--- config.mk ---
export PLATFORM = sky130hd
export DESIGN_NAME = cache_ctrl
export DESIGN_NICKNAME = d
export VERILOG_FILES = /design/src/rtl/cache_pkg.sv /design/src/rtl/line_merge.sv /design/src/rtl/cache_ctrl.sv
export SDC_FILE = /design/constraint.sdc
export NUM_CORES = 1
export LEC_CHECK = 0
export ABC_AREA = 0
export BUFFER_PORTS_ARGS = -buffer_cell sky130_fd_sc_hd__buf_4
export CORE_AREA = 5 5 130 132
export DETAILED_ROUTE_END_ITERATION = 16
export DIE_AREA = 0 0 135 137
export HOLD_SLACK_MARGIN = 0.1
export MAX_ROUTING_LAYER = met4
export PLACE_DENSITY_LB_ADDON = 0.08
export SYNTH_ARGS = -nofsm -noshare
export SYNTH_HDL_FRONTEND = slang
export SYNTH_SLANG_ARGS = --single-unit
--- constraint.sdc ---
create_clock -name clk -period 10.3 [get_ports clk]
set_input_delay 3.09 -clock clk [delete_from_list [all_inputs] [get_ports clk]]
set_output_delay 3.09 -clock clk [all_outputs]
set_load 0.03 [all_outputs]
--- src/rtl/cache_pkg.sv ---
// Shared types and constants for the direct-mapped write-back cache controller.
// Word address layout: [12:8] tag, [7:2] index, [1:0] word select.
package cache_pkg;

   localparam int TAG_W   = 5;
   localparam int IDX_W   = 6;
   localparam int WORD_W  = 16;
   localparam int WORDS   = 4;
   localparam int LINE_W  = WORDS * WORD_W;
   localparam int LADDR_W = TAG_W + IDX_W;
   localparam int ADDR_W  = LADDR_W + 2;

   // Field positions inside the CPU word address
   localparam int TAG_MSB = 12;
   localparam int IDX_MSB = 7;
   localparam int IDX_LSB = 2;
   localparam int SEL_MSB = 1;
   localparam int SEL_LSB = 0;

   typedef enum logic [1:0] {
      IDLE  = 2'd0,
      WB    = 2'd1,
      FILL  = 2'd2,
      ALLOC = 2'd3
   } state_e;

   // Pick one CPU word out of a cache line (word 0 = bits [15:0])
   function automatic logic [WORD_W-1:0] line_word(input logic [LINE_W-1:0] line,
                                                   input logic [1:0]        sel);
      return line[WORD_W*int'(sel) +: WORD_W];
   endfunction

endpackage

--- src/rtl/line_merge.sv ---
// Replaces one 16-bit word of a 64-bit cache line; used for store hits and
// for merging store data into a freshly filled line.
module line_merge
   import cache_pkg::*;
(
   input  logic [LINE_W-1:0] line,
   input  logic [1:0]        sel,
   input  logic [WORD_W-1:0] word,
   output logic [LINE_W-1:0] merged
);

   // Pass the line through with the selected word overwritten
   always_comb begin
      merged = line;
      merged[WORD_W*int'(sel) +: WORD_W] = word;
   end

endmodule

--- src/rtl/cache_ctrl.sv ---
// Write-back, write-allocate controller for a direct-mapped 64-line cache.
// Optional build macro CACHE_CTRL_STATS_EN adds saturating hit/miss counters.
module cache_ctrl
   import cache_pkg::*;
(
   input  logic               clk,
   input  logic               rst,
   input  logic               cpu_re,
   input  logic               cpu_we,
   input  logic [ADDR_W-1:0]  cpu_addr,
   input  logic [WORD_W-1:0]  cpu_wdata,
   output logic [WORD_W-1:0]  cpu_rdata,
   output logic               cpu_stall,
   output logic [LADDR_W-1:0] c_addr,
   output logic               c_re,
   output logic               c_we,
   output logic               c_wdirty,
   output logic [LINE_W-1:0]  c_wr_data,
   input  logic [LINE_W-1:0]  c_rd_data,
   input  logic [TAG_W-1:0]   c_tag_out,
   input  logic               c_hit,
   input  logic               c_dirty,
   output logic [LADDR_W-1:0] m_addr,
   output logic               m_re,
   output logic               m_we,
   output logic [LINE_W-1:0]  m_wdata,
   input  logic [LINE_W-1:0]  m_rdata,
   input  logic               m_rdy
`ifdef CACHE_CTRL_STATS_EN
   ,
   output logic [15:0]        hit_cnt,
   output logic [15:0]        miss_cnt
`endif
);

   state_e              state_q, state_d;
   logic [LINE_W-1:0]   victim_q;
   logic [TAG_W-1:0]    vtag_q;
   logic [LINE_W-1:0]   fill_q;
   logic [LINE_W-1:0]   merge_src;
   logic [LINE_W-1:0]   merged;
   logic                req;
   logic [1:0]          sel;

   assign req = cpu_re | cpu_we;
   assign sel = cpu_addr[SEL_MSB:SEL_LSB];

   // Store hits merge into the line just read; ALLOC merges into the fill line
   assign merge_src = (state_q == ALLOC) ? fill_q : c_rd_data;

   line_merge u_merge (
      .line   (merge_src),
      .sel    (sel),
      .word   (cpu_wdata),
      .merged (merged)
   );

   // Next-state and all outputs, decoded from the current state
   always_comb begin
      // NOTE: every output gets a default first so no path leaves one unassigned (no latches).
      state_d   = state_q;
      cpu_rdata = '0;
      cpu_stall = 1'b0;
      c_addr    = cpu_addr[TAG_MSB:IDX_LSB];
      c_re      = 1'b0;
      c_we      = 1'b0;
      c_wdirty  = 1'b0;
      c_wr_data = '0;
      m_addr    = '0;
      m_re      = 1'b0;
      m_we      = 1'b0;
      m_wdata   = '0;

      unique case (state_q)
         IDLE: begin
            c_re = req;
            if (req) begin
               if (c_hit) begin
                  if (cpu_we) begin
                     c_we      = 1'b1;
                     c_wdirty  = 1'b1;
                     c_wr_data = merged;
                  end else begin
                     cpu_rdata = line_word(c_rd_data, sel);
                  end
               end else begin
                  cpu_stall = 1'b1;
                  state_d   = c_dirty ? WB : FILL;
               end
            end
         end
         WB: begin
            cpu_stall = 1'b1;
            m_we      = 1'b1;
            m_addr    = {vtag_q, cpu_addr[IDX_MSB:IDX_LSB]};
            m_wdata   = victim_q;
            if (m_rdy) state_d = FILL;
         end
         FILL: begin
            cpu_stall = 1'b1;
            m_re      = 1'b1;
            m_addr    = cpu_addr[TAG_MSB:IDX_LSB];
            if (m_rdy) state_d = ALLOC;
         end
         ALLOC: begin
            cpu_stall = 1'b1;
            c_we      = 1'b1;
            c_wdirty  = cpu_we;
            c_wr_data = cpu_we ? merged : fill_q;
            state_d   = IDLE;
         end
         default: state_d = IDLE;
      endcase

      // Hold every output quiet while reset is asserted
      if (rst) begin
         state_d   = IDLE;
         cpu_rdata = '0;
         cpu_stall = 1'b0;
         c_addr    = '0;
         c_re      = 1'b0;
         c_we      = 1'b0;
         c_wdirty  = 1'b0;
         c_wr_data = '0;
         m_addr    = '0;
         m_re      = 1'b0;
         m_we      = 1'b0;
         m_wdata   = '0;
      end
   end

   // State register with synchronous reset
   always_ff @(posedge clk) begin
      // NOTE: sequential state uses non-blocking assignments so all flops update together.
      if (rst) state_q <= IDLE;
      else     state_q <= state_d;
   end

   // Capture the dirty victim on a miss and the returned fill line
   always_ff @(posedge clk) begin
      // NOTE: pure data holding registers need no reset; the FSM qualifies when they are used.
      if (state_q == IDLE && req && !c_hit && c_dirty) begin
         victim_q <= c_rd_data;
         vtag_q   <= c_tag_out;
      end
      if (state_q == FILL && m_rdy) begin
         fill_q <= m_rdata;
      end
   end

`ifdef CACHE_CTRL_STATS_EN
   logic replay_q;

   // Saturating hit/miss counters; the IDLE cycle after ALLOC is a replay, not a hit
   always_ff @(posedge clk) begin
      if (rst) begin
         replay_q <= 1'b0;
         hit_cnt  <= '0;
         miss_cnt <= '0;
      end else begin
         replay_q <= (state_q == ALLOC);
         if (state_q == IDLE && req && c_hit && !replay_q && hit_cnt != 16'hFFFF)
            hit_cnt <= hit_cnt + 16'd1;
         if (state_q == IDLE && req && !c_hit && miss_cnt != 16'hFFFF)
            miss_cnt <= miss_cnt + 16'd1;
      end
   end
`endif

endmodule

Word level (Yosys, flattened, before mapping)
Index checks and enable logic that the tools add are counted.
{"block": "totals", "output_inout_bits": 172, "ff_bits": 135, "word_cells": 65}
{"block": "classes", "n_bitwise": 1, "n_addsub": 1, "n_eq_ne": 7, "muxes": 41, "reduce_logical": 8, "shifts": 3}
{"operator": "$mux W64", "n": 8}
{"operator": "$pmux W64 S2", "n": 1}
{"operator": "$mux W16", "n": 5}
{"operator": "$bwmux W64", "n": 1}
{"operator": "$shift A16 B33 Y64 const A", "n": 1}
{"operator": "$shiftx A16 B33 Y64", "n": 1}
{"operator": "$shiftx A64 B7 Y16", "n": 1}
{"operator": "$neg A6 Y33", "n": 1}
{"operator": "$mux W11", "n": 2}
{"operator": "$pmux W11 S2", "n": 1}
{"operator": "$mux W1", "n": 14}
{"operator": "$mux W2", "n": 5}
{"operator": "$ne A2 B2 Y1 const B", "n": 4}
{"operator": "$pmux W2 S4", "n": 1}
{"operator": "$pmux W1 S2", "n": 3}
{"operator": "$eq A2 B2 Y1 const B", "n": 2}
{"operator": "$logic_and A1 B1 Y1", "n": 4}
{"operator": "$reduce_and A4 Y1", "n": 1}
{"operator": "$reduce_or A3 Y1", "n": 1}
{"operator": "$eq A2 B1 Y1 const B", "n": 1}
{"operator": "$logic_not A2 Y1", "n": 1}
{"operator": "$logic_not A1 Y1", "n": 1}
{"operator": "$or A1 B1 Y1", "n": 1}

Longest topological paths before layout
Gate-level depths: netlist of the first run.
{"block": "depth", "ltp_word": 8, "ltp_mapped": 9}

Hierarchy
From an unflattened synthesis of the first run, not the netlist that was laid out.
{"block": "unflattened", "cells_unflattened": 652, "hier_area_um2": 8095.3}
{"mod": "cache_ctrl", "area_per_inst_um2": 7116.8, "cells_each": 523, "instances": 1}
{"mod": "line_merge", "area_per_inst_um2": 978.4, "cells_each": 129, "instances": 1}

Worst setup path after synthesis of the first run
Ideal clock, no wire load.
{"block": "synth_timing", "path_kind": "input-to-output", "start": "input cpu_addr[1]", "end": "output c_wr_data[10]", "path_stages": 9, "path_slack_ps": 2092, "t_arrival_ps": 5118, "path_buffers": 4, "path_cell_list": "buf_2 -> buf_2 -> inv_1 -> ha_1 -> and4bb_2 -> clkbuf_2 -> buf_4 -> nand3_1 -> a31oi_1"}
{"block": "synth_via", "elab_chain_cells": 8, "word_cells_on_any_way": 10}
{"item": "start: declaration", "line_no": "cache_ctrl.sv:10", "text": "input logic [ADDR_W-1:0] cpu_addr,"}
{"item": "$neg A6 Y33 *", "line_no": "line_merge.sv:15", "text": "merged[WORD_W*int'(sel) +: WORD_W] = word;"}
{"item": "$shiftx A16 B33 Y64 / $shift A16 B33 Y64 (equally long branches)", "line_no": "line_merge.sv:15"}
{"item": "$bwmux W64 *", "line_no": "line_merge.sv:15"}
{"item": "$mux W64", "line_no": "cache_ctrl.sv:79", "text": "if (cpu_we) begin"}
{"item": "$mux W64", "line_no": "cache_ctrl.sv:78", "text": "if (c_hit) begin"}
{"item": "$mux W64", "line_no": "cache_ctrl.sv:77", "text": "if (req) begin"}
{"item": "$pmux W64 S2 *", "line_no": "cache_ctrl.sv:74", "text": "unique case (state_q)"}
{"item": "$mux W64 *", "line_no": "cache_ctrl.sv:116", "text": "if (rst) begin"}
{"item": "end: declaration", "line_no": "cache_ctrl.sv:18", "text": "output logic [LINE_W-1:0] c_wr_data,"}
Mark *: on every way between the ends. The rest lies on a longest branch, timed or not.

Final worst setup path of the first run
{"block": "layout_timing", "start": "input cpu_addr[0]", "end": "output c_wr_data[36]"}
Same word-level chain as after synthesis.

==> impl_metrics.json, run 1 <==
{
  "outcome": "finished clean",
  "multi_input_area_mm2": 0.00291,
  "dp_cells": 1102,
  "fin_skew_ps": 7.78,
  "grt_pass1_wl_mm": 40.5,
  "drtIter0Drc": 809,
  "r2r_slack_ps": 7970,
  "io_buffers": 340,
  "routed_wl_mm": 28.3,
  "power.internal_mw": 1.21,
  "pwr-share-seq": 0.366,
  "area_growth_pct": 41.8,
  "p_per_area_mw_per_mm2": 182,
  "antenna_found_initial": 1,
  "synthXorXnorAreaFrac": 0,
  "syn-instance-count": 607,
  "hpwl_mm": 21.7,
  "numCtsBuffers": 17,
  "ys_types": 40,
  "grt_pass1_vias": 6704,
  "wire_per_inst_um": 24.9,
  "combPwrFrac": 0.327,
  "drt-vias-per-instance": 5.99,
  "cp.required_ps": 7210,
  "setup_viol": 0,
  "holdWs_ps": 537,
  "muxShareOfSynthArea": 0.0555,
  "startpoint_type": "input port",
  "postCtsHoldBufs": 0,
  "placement_rows": 46,
  "drive_above_1_share": 0.432,
  "hold_depth": 2,
  "fillCellCount": 1189,
  "final_cells": 1135,
  "place_congestion": 0.974,
  "max-slew-margin-rel": 0.204,
  "firstDrtPassIters": 7,
  "htree_levels": 4,
  "worst-path-max-fanout": 22,
  "ys_ff_latch": 135,
  "track_usage": 0.303,
  "min_period_over_period": 0.834,
  "worstSkewPairLatency_ps": 420,
  "final_nets": 1084,
  "grt_max_degree": 66,
  "ant_nets": 0,
  "clockRootBuffer": "clkbuf_16",
  "leakagePower_nw": 4.17,
  "fp.dieH_um": 137,
  "yosysSeqAreaShare": 0.551,
  "avgSynthCellArea_um2": 12.1,
  "ys_warn_count": 0,
  "vias": 6800,
  "slew_violations": 0,
  "dieArea_mm2": 0.0185,
  "clockPowerShare": 0.307,
  "fmax_mhz": 116,
  "synthAdderAreaFrac": 0.0171,
  "drcViolationCount": 0,
  "die_w_um": 135,
  "vdd_ir_drop_max_v": 0.000117,
  "worst_slew_pin_slew_ps": 1190,
  "drv_cap": 0,
  "cp.arrival_ps": 5500,
  "swShare": 0.358,
  "power_switching_mw": 0.677,
  "min_period_ps": 8590,
  "synth_top_family_by_area": "simple AND/OR/NAND/NOR gates",
  "endpoint_kind": "output pin",
  "hp-class": "flop to flop",
  "ff2ff_path_depth": 5,
  "start_util": 0.470,
  "synth-simple-area-share": 0.198,
  "core-area_mm2": 0.0156,
  "critPathKind": "input port to output pin",
  "hold_violations": 0,
  "ctsResizeCount": 0,
  "post_cts_buffers": 0,
  "overflow": 0,
  "fin_util": 0.666,
  "synth_area_mm2": 0.00733,
  "seqCellArea_mm2": 0.00403,
  "io_pins": 341,
  "cts_buffer_depth": 2,
  "rsz0062_at_grt": "false",
  "clock_sinks": 135,
  "synth_compound_area_frac": 0.124,
  "cts.clk_slew.worst_paths_ps": 60,
  "cts_tree": "yes",
  "syn-num-nets": 786,
  "setup_tns_ps": 0
}
## final timing paths
kind / from / to
max reg2reg: state_q[0] / victim_q[42]
min reg2reg: state_q[0] / state_q[0]
max: cpu_addr[0] / c_wr_data[36]
min: state_q[0] / state_q[0]
## critical path, stage by stage
cell and delay [ps]:
buf_4 310, inv_1 150, ha_1 280, nor2_1 900, a32oi_1 250, a21oi_1 290
buf_4 210
## synthesized netlist by cell type (all sizes together)
library cell,n,area share
a31oi,15,0.013
nor3b,6,0.0061
nand3,32,0.022
a21o,2,0.0020
edfxtp,133,0.55
buf,41,0.037
a32oi,49,0.059
clkbuf,25,0.013
a22oi,5,0.0051
dfxtp,2,0.0055
and4b,1,0.0014
mux2i,2,0.0027
and2b,1,0.0010
nand2b,1,0.00085
a21oi,50,0.034
and2,66,0.056
nand4b,15,0.018
o2bb2ai,1,0.0012
mux4,16,0.053
o21ai,1,0.00068
o21bai,1,0.0010
and4bb,3,0.0051
nor2,14,0.0072
and3b,1,0.0014
nand4,32,0.027
or2,1,0.00085
o211a,1,0.0014
o211ai,1,0.0010
inv,8,0.0041
nand2,20,0.010
nor2b,14,0.012
ha,10,0.017
and3,33,0.028
a21boi,4,0.0061
## placed cells by master (no fill, tap or decap), types with 17 or more instances in the layout
master     Yosys  final
nand4_1       32     32
and2_1        66     65
clkbuf_16      0     17
nand2_1       20     20
buf_4          7    345
a21oi_1       50     50
a32oi_1       49     49
nand3_1       32     32
and3_1        33     33
edfxtp_1     133    133
## power by group through the flow
| stage | logic (mW) | registers [mW] | clock network [mW] |
|---|---|---|---|
| floorplan | 0.392 | 0.702 | 0 |
| global placement | 0.601 | 0.701 | 0 |
| detailed placement | 0.610 | 0.704 | 0 |
| CTS | 0.614 | 0.692 | 0.585 |
| global route | 0.652 | 0.696 | 0.613 |
| finish | 0.618 | 0.692 | 0.581 |
## area by class of cell
class                      count  area share
timing repair buffer         345       0.249
inverter                       8     0.00289
clock inverter                14      0.0120
clock buffer                  18      0.0413
sequential                   135       0.388
antenna                        1    0.000241
tap                          216      0.0260
multi-input combinational    398       0.280
## cells by family (layout without fill, tap and decap cells)
logic type      count (synthesis)  after routing
buf+inv                        74            385
other cells                     0              1
mux                            18             18
compound gates                130            130
flops                         135            135
simple gates                  240            240
fa+ha+maj                      10             10
## state kept, by name (all words and copies together) (netlist names)
| register | cells |
|---|---|
| fill_q | 64 |
| victim_q | 64 |
| vtag_q | 5 |
| state_q | 2 |
## per-stage QoR
step | area, µm² | worst slack, ps | total power [mW]
floorplan | 7330 | 2090 | 1.09
global placement | 9830 | 1960 | 1.30
detailed placement | 9830 | 1820 | 1.31
CTS | 10400 | 1820 | 1.89
global route | 10400 | 1620 | 1.96
finish | 10400 | 1710 | 1.89
## metal layers
metal  GRT usage  wire length [µm]  vias to the layer above
li1            -                 -                     2983
met1       0.395             10900                     3224
met2       0.488             13600                      519
met3      0.0636              3020                       74
met4      0.0834               702                        0
met5           -                 0                        -
Power figures use the tool's default switching activity.
==> inputs of run 2 (changes only) <==
--- a/config.mk
+++ b/config.mk
@@ -5,11 +5,11 @@
 export SDC_FILE = /design/constraint.sdc
 export NUM_CORES = 1
 export LEC_CHECK = 0
-export ABC_AREA = 0
+export ABC_AREA = 1
 export BUFFER_PORTS_ARGS = -buffer_cell sky130_fd_sc_hd__buf_4
-export CORE_AREA = 5 5 130 132
+export CORE_MARGIN = 5
+export CORE_UTILIZATION = 44
 export DETAILED_ROUTE_END_ITERATION = 16
-export DIE_AREA = 0 0 135 137
 export HOLD_SLACK_MARGIN = 0.1
 export MAX_ROUTING_LAYER = met4
 export PLACE_DENSITY_LB_ADDON = 0.08
==> constraint.sdc (replaced) <==
create_clock -name clk -period 7.7 [get_ports clk]
set_input_delay 2.31 -clock clk [delete_from_list [all_inputs] [get_ports clk]]
set_output_delay 2.31 -clock clk [all_outputs]
set_load 0.03 [all_outputs]
==> impl_metrics.json, run 2 <==
{
  "setup_viol": 0,
  "clockRootBuffer": "clkbuf_16",
  "yosysSeqAreaShare": 0.498,
  "slowest_stage": "nor2_2",
  "place_congestion": 0.977,
  "cp.arrival_ps": 4570,
  "holdPathEnd": "state_q[1]",
  "synth_area_leader_cell": "edfxtp_1",
  "synth_most_common_cell": "nor2_1",
  "endpoint_kind": "output pin",
  "path_cells": "buf_4 > inv_1 > ha_1 > nor2_2 > nand3_1 > a21oi_1 > buf_4",
  "area_growth_pct": 38.9,
  "reg_top3": "fill_q x64, victim_q x64, vtag_q x5",
  "final_nets": 1562,
  "fin_skew_ps": 8.77,
  "crit_path_max_incr_delay_ps": 600,
  "cts_buffer_depth": 2,
  "core-area_mm2": 0.0180,
  "grt_max_degree": 70,
  "drcViolationCount": 0,
  "start_util": 0.449,
  "worst-path-max-fanout": 37,
  "dieArea_mm2": 0.0212,
  "synth_enable_flop_cells": 133,
  "outcome": "finished clean",
  "ys_types": 24,
  "leakagePower_nw": 5.05,
  "holdWs_ps": 539,
  "critPathKind": "input port to output pin",
  "max-slew-margin-rel": 0.402,
  "grt_pass1_wl_mm": 49.2,
  "drv_cap": 0,
  "postCtsHoldBufs": 0,
  "hold_violations": 0,
  "path_common_cell": "buf_4",
  "r2r_end": "victim_q[37]",
  "placed_area_mm2": 0.0107,
  "mostFrequentLayoutCell": "nor2_1",
  "worst_slack_ps": 823,
  "final_cells": 1624,
  "fmax_mhz": 145,
  "ff2ff_path_depth": 5,
  "die_w_um": 146,
  "hold_depth": 2,
  "antenna_found_initial": 0,
  "async_flop_share": 0,
  "grt_pass1_vias": 8142,
  "ys.flop_type": "edfxtp_1",
  "io_buffers": 340,
  "wire_per_inst_um": 20.2,
  "p_per_area_mw_per_mm2": 257,
  "worstSkewPairLatency_ps": 420,
  "cp.required_ps": 5390,
  "drive_above_1_share": 0.282,
  "ys_warn_count": 0,
  "post_cts_buffers": 0,
  "r2r_slack_ps": 5490,
  "synth_area_mm2": 0.00810,
  "drt-vias-per-instance": 5.21,
  "r2r-start": "state_q[0]",
  "htree_levels": 4,
  "numCtsBuffers": 17,
  "dp_cells": 1593,
  "ant_nets": 0,
  "synth_top_area_frac": 0.493,
  "min_from": "state_q[1]",
  "firstDrtPassIters": 7,
  "syn-num-nets": 1262,
  "min_period_over_period": 0.893,
  "placement_rows": 49,
  "track_usage": 0.309,
  "final_area_mm2": 0.0112,
  "worst_slew_pin_slew_ps": 898,
  "overflow": 0,
  "setup_tns_ps": 0,
  "routed_wl_mm": 32.9,
  "vdd_ir_drop_max_v": 0.000169,
  "fillCellCount": 1682,
  "min_period_ps": 6880,
  "hpwl_mm": 25.3,
  "antenna_cells": 0,
  "layout_common_cells": "nor2_1, buf_4, nand2_1, edfxtp_1, inv_1",
  "pre_cts_slack_ps": 926,
  "synth_common_cells": "nor2_1, nand2_1, edfxtp_1, inv_1, a21oi_1",
  "startpoint": "cpu_addr[0]",
  "avgSynthCellArea_um2": 7.48,
  "ys_ff_latch": 135,
  "syn-instance-count": 1083,
  "clock_sinks": 135,
  "cts_tree": "yes",
  "hp-class": "flop to flop",
  "synthTopCellsByArea": "edfxtp_1, nor2_1, nand2_1",
  "rsz0062_at_grt": "false",
  "startpoint_type": "input port",
  "fp.dieH_um": 146,
  "cts.clk_slew.worst_paths_ps": 50,
  "slew_violations": 0,
  "drtIter0Drc": 842,
  "ctsResizeCount": 0,
  "io_pins": 341,
  "vias": 8468
}
## run 2: changes by cell type after synthesis, moves of 16 or more
cell      before  now
and2_1        66    0
o21ai_0        0   35
nor2_1        14  375
inv_1          8   90
a32oi_1       49    0
nand3b_1       0   16
nand3_1       32   50
buf_2         26   42
and3_1        33    0
nand2_1       20  193
nand4_1       32    0
a21oi_1       50   88
## run 2: kinds of logic after synthesis
family,synth area share
flip-flops,0.498
AND/OR/NAND/NOR,0.324
adder cells (fa/ha/maj),0.0155
buffers and inverters,0.0858
AO/OA/AOI/OAI,0.0766
## run 2: cell type report
cell class | count | area (µm²) | share of cell area
clock inverter | 10 | 124 | 0.0110
inverter | 93 | 349 | 0.0310
tap | 229 | 287 | 0.0255
clock buffer | 21 | 440 | 0.0392
multi-input combinational | 785 | 3380 | 0.300
timing repair buffer | 351 | 2640 | 0.234
sequential | 135 | 4030 | 0.359
## run 2: report_power, final
group	internal, mW	switching, mW
logic	0.335	0.817
clock network	0.478	0.318
registers	0.924	0.0237
total	1.74	1.16
## run 2: through the flow
stage,total power [mW],util
floorplan,1.71,-
global placement,2.10,0.593
detailed placement,2.11,0.593
CTS,2.90,0.624
global route,3.04,0.624
finish,2.89,0.624
## run 2: critical path: cells and delay by family
kind	cells	cell delay, ps
AO/OA/AOI/OAI	1	290
AND/OR/NAND/NOR	2	870
buffers and inverters	3	690
adder cells (fa/ha/maj)	1	390
## run 2: how the worst max path moves through the flow
stage	endpoint	cells past startpoint	slack (ps)
2_1_floorplan	c_wr_data[53]	9	1130
3_3_place_gp	c_wr_data[53]	8	910
3_5_place_dp	c_wr_data[53]	7	930
4_1_cts	c_wr_data[53]	7	910
5_1_grt	c_wr_data[53]	7	700
6_report	c_wr_data[53]	7	820
## run 2: per-layer routing
metal	share of wire	vias up	GRT usage
li1	-	4037	-
met3	0.088	71	0.0679
met5	0	-	-
met2	0.47	479	0.479
met4	0.029	0	0.106
met1	0.41	3881	0.402
==> inputs of run 3 (changes only) <==
==> constraint.sdc (replaced) <==
create_clock -name clk -period 5.6 [get_ports clk]
set_input_delay 1.68 -clock clk [delete_from_list [all_inputs] [get_ports clk]]
set_output_delay 1.68 -clock clk [all_outputs]
set_load 0.03 [all_outputs]
==> impl_metrics.json, run 3 (synthesis results as in run 2) <==
{
  "overflow": 0,
  "numCtsBuffers": 17,
  "die_w_um": 146,
  "hpwl_mm": 25.2,
  "drcViolationCount": 0,
  "postCtsHoldBufs": 0,
  "fin_skew_ps": 8.13,
  "track_usage": 0.303,
  "drtIter0Drc": 901,
  "drive_above_1_share": 0.288,
  "worst-path-max-fanout": 19,
  "outcome": "finished clean",
  "fp.dieH_um": 146,
  "cts.clk_slew.worst_paths_ps": 60,
  "min_period_over_period": 0.935,
  "reg_top3": "fill_q x64, victim_q x64, vtag_q x5",
  "io_pins": 341,
  "r2r_slack_ps": 2990,
  "holdWs_ps": 530,
  "grt_pass1_vias": 7894,
  "crit_path_max_incr_delay_ps": 380,
  "cp.arrival_ps": 3560,
  "rsz0062_at_grt": "false",
  "clockRootBuffer": "clkbuf_16",
  "p_per_area_mw_per_mm2": 358,
  "place_congestion": 0.950,
  "startpoint_type": "input port",
  "wire_per_inst_um": 19.9,
  "multi_input_area_mm2": 0.00338,
  "seqCellArea_mm2": 0.00403,
  "endpoint_kind": "output pin",
  "crit_end": "c_wr_data[56]",
  "hold_depth": 2,
  "antenna_cells": 0,
  "startpoint": "cpu_addr[1]",
  "htree_levels": 4,
  "placement_rows": 49,
  "grt_pass1_wl_mm": 47.8,
  "r2r_end": "victim_q[14]",
  "routed_wl_mm": 32.5,
  "hp-class": "flop to flop",
  "clock_sinks": 135,
  "ant_nets": 0,
  "vias": 8391,
  "worst_slew_pin_slew_ps": 1190,
  "grt_max_degree": 65,
  "pre_cts_slack_ps": 393,
  "cts_buffer_depth": 2,
  "mostFrequentLayoutCell": "nor2_1",
  "firstDrtPassIters": 7,
  "core-area_mm2": 0.0180,
  "final_area_mm2": 0.0114,
  "cts_tree": "yes",
  "drt-vias-per-instance": 5.14,
  "slew_violations": 0,
  "io_buffers": 340,
  "hold_violations": 0,
  "layout_common_cells": "nor2_1, buf_4, nand2_1, edfxtp_1, inv_1",
  "slowest_stage": "inv_1",
  "worst_slack_ps": 363,
  "start_util": 0.449,
  "setup_viol": 0,
  "ctsResizeCount": 0,
  "ff2ff_path_depth": 5,
  "fmax_mhz": 191,
  "max-slew-margin-rel": 0.205,
  "r2r-start": "state_q[0]",
  "placed_area_mm2": 0.0108,
  "area_growth_pct": 40.3,
  "setup_tns_ps": 0,
  "drv_cap": 0,
  "cp.required_ps": 3920,
  "leakagePower_nw": 5.10,
  "final_nets": 1570,
  "post_cts_buffers": 0,
  "fillCellCount": 1642,
  "vdd_ir_drop_max_v": 0.000214,
  "path_cells": "buf_4 > clkinv_1 > ha_1 > inv_1 > nand2_1 > nor2_1 > nand3_1 > a21oi_1 > buf_4",
  "antenna_found_initial": 0,
  "worstSkewPairLatency_ps": 430,
  "fin_util": 0.630,
  "critPathKind": "input port to output pin",
  "min_period_ps": 5240,
  "dieArea_mm2": 0.0212,
  "path_common_cell": "buf_4"
}
==> run 3: final cells by class <==
cell class	instances	area share
flip-flops and latches	135	0.355
multi-input cells	785	0.298
repair buffers	359	0.238
clock buffers	18	0.0378
inverters	93	0.0307
well taps	229	0.0252
clock inverters	14	0.0153
==> run 3: worst min path at each step <==
stage / slack [ps] / start / end
after CTS: 530 / state_q[1] / state_q[1]
after detailed placement: 520 / state_q[1] / state_q[1]
after global placement: 520 / state_q[1] / state_q[1]
final: 530 / state_q[1] / state_q[1]
after global routing: 550 / state_q[0] / state_q[0]
after floorplan: 500 / state_q[1] / state_q[1]
==> run 3: per-layer routing <==
metal	vias to the layer above	wire, µm	global-route usage
li1	4067	-	-
met1	3845	13300	0.399
met2	434	15600	0.473
met3	45	2850	0.0654
met4	0	739	0.0877
met5	-	0	-
==> run 3: power breakdown <==
group	internal, mW	switching [mW]	leakage, nW
combinational	0.479	1.12	3.59
sequential	1.27	0.0331	1.23
clock	0.703	0.470	0.283
total	2.45	1.62	5.10
==> run 3: stage by stage <==
step                      total power [mW]  cells
after floorplan                       2.35   1083
after global placement                2.90   1601
after detailed placement              2.91   1601
after CTS                             4.07   1633
after global routing                  4.26   1633
final                                 4.07   1633
==> run 3: worst max-delay path, delay by kind of cell <==
family | cells | cell delay (ps)
adder cells (fa/ha/maj) | 1 | 210
AO/OA/AOI/OAI | 1 | 220
buffers and inverters | 4 | 960
AND/OR/NAND/NOR | 3 | 490
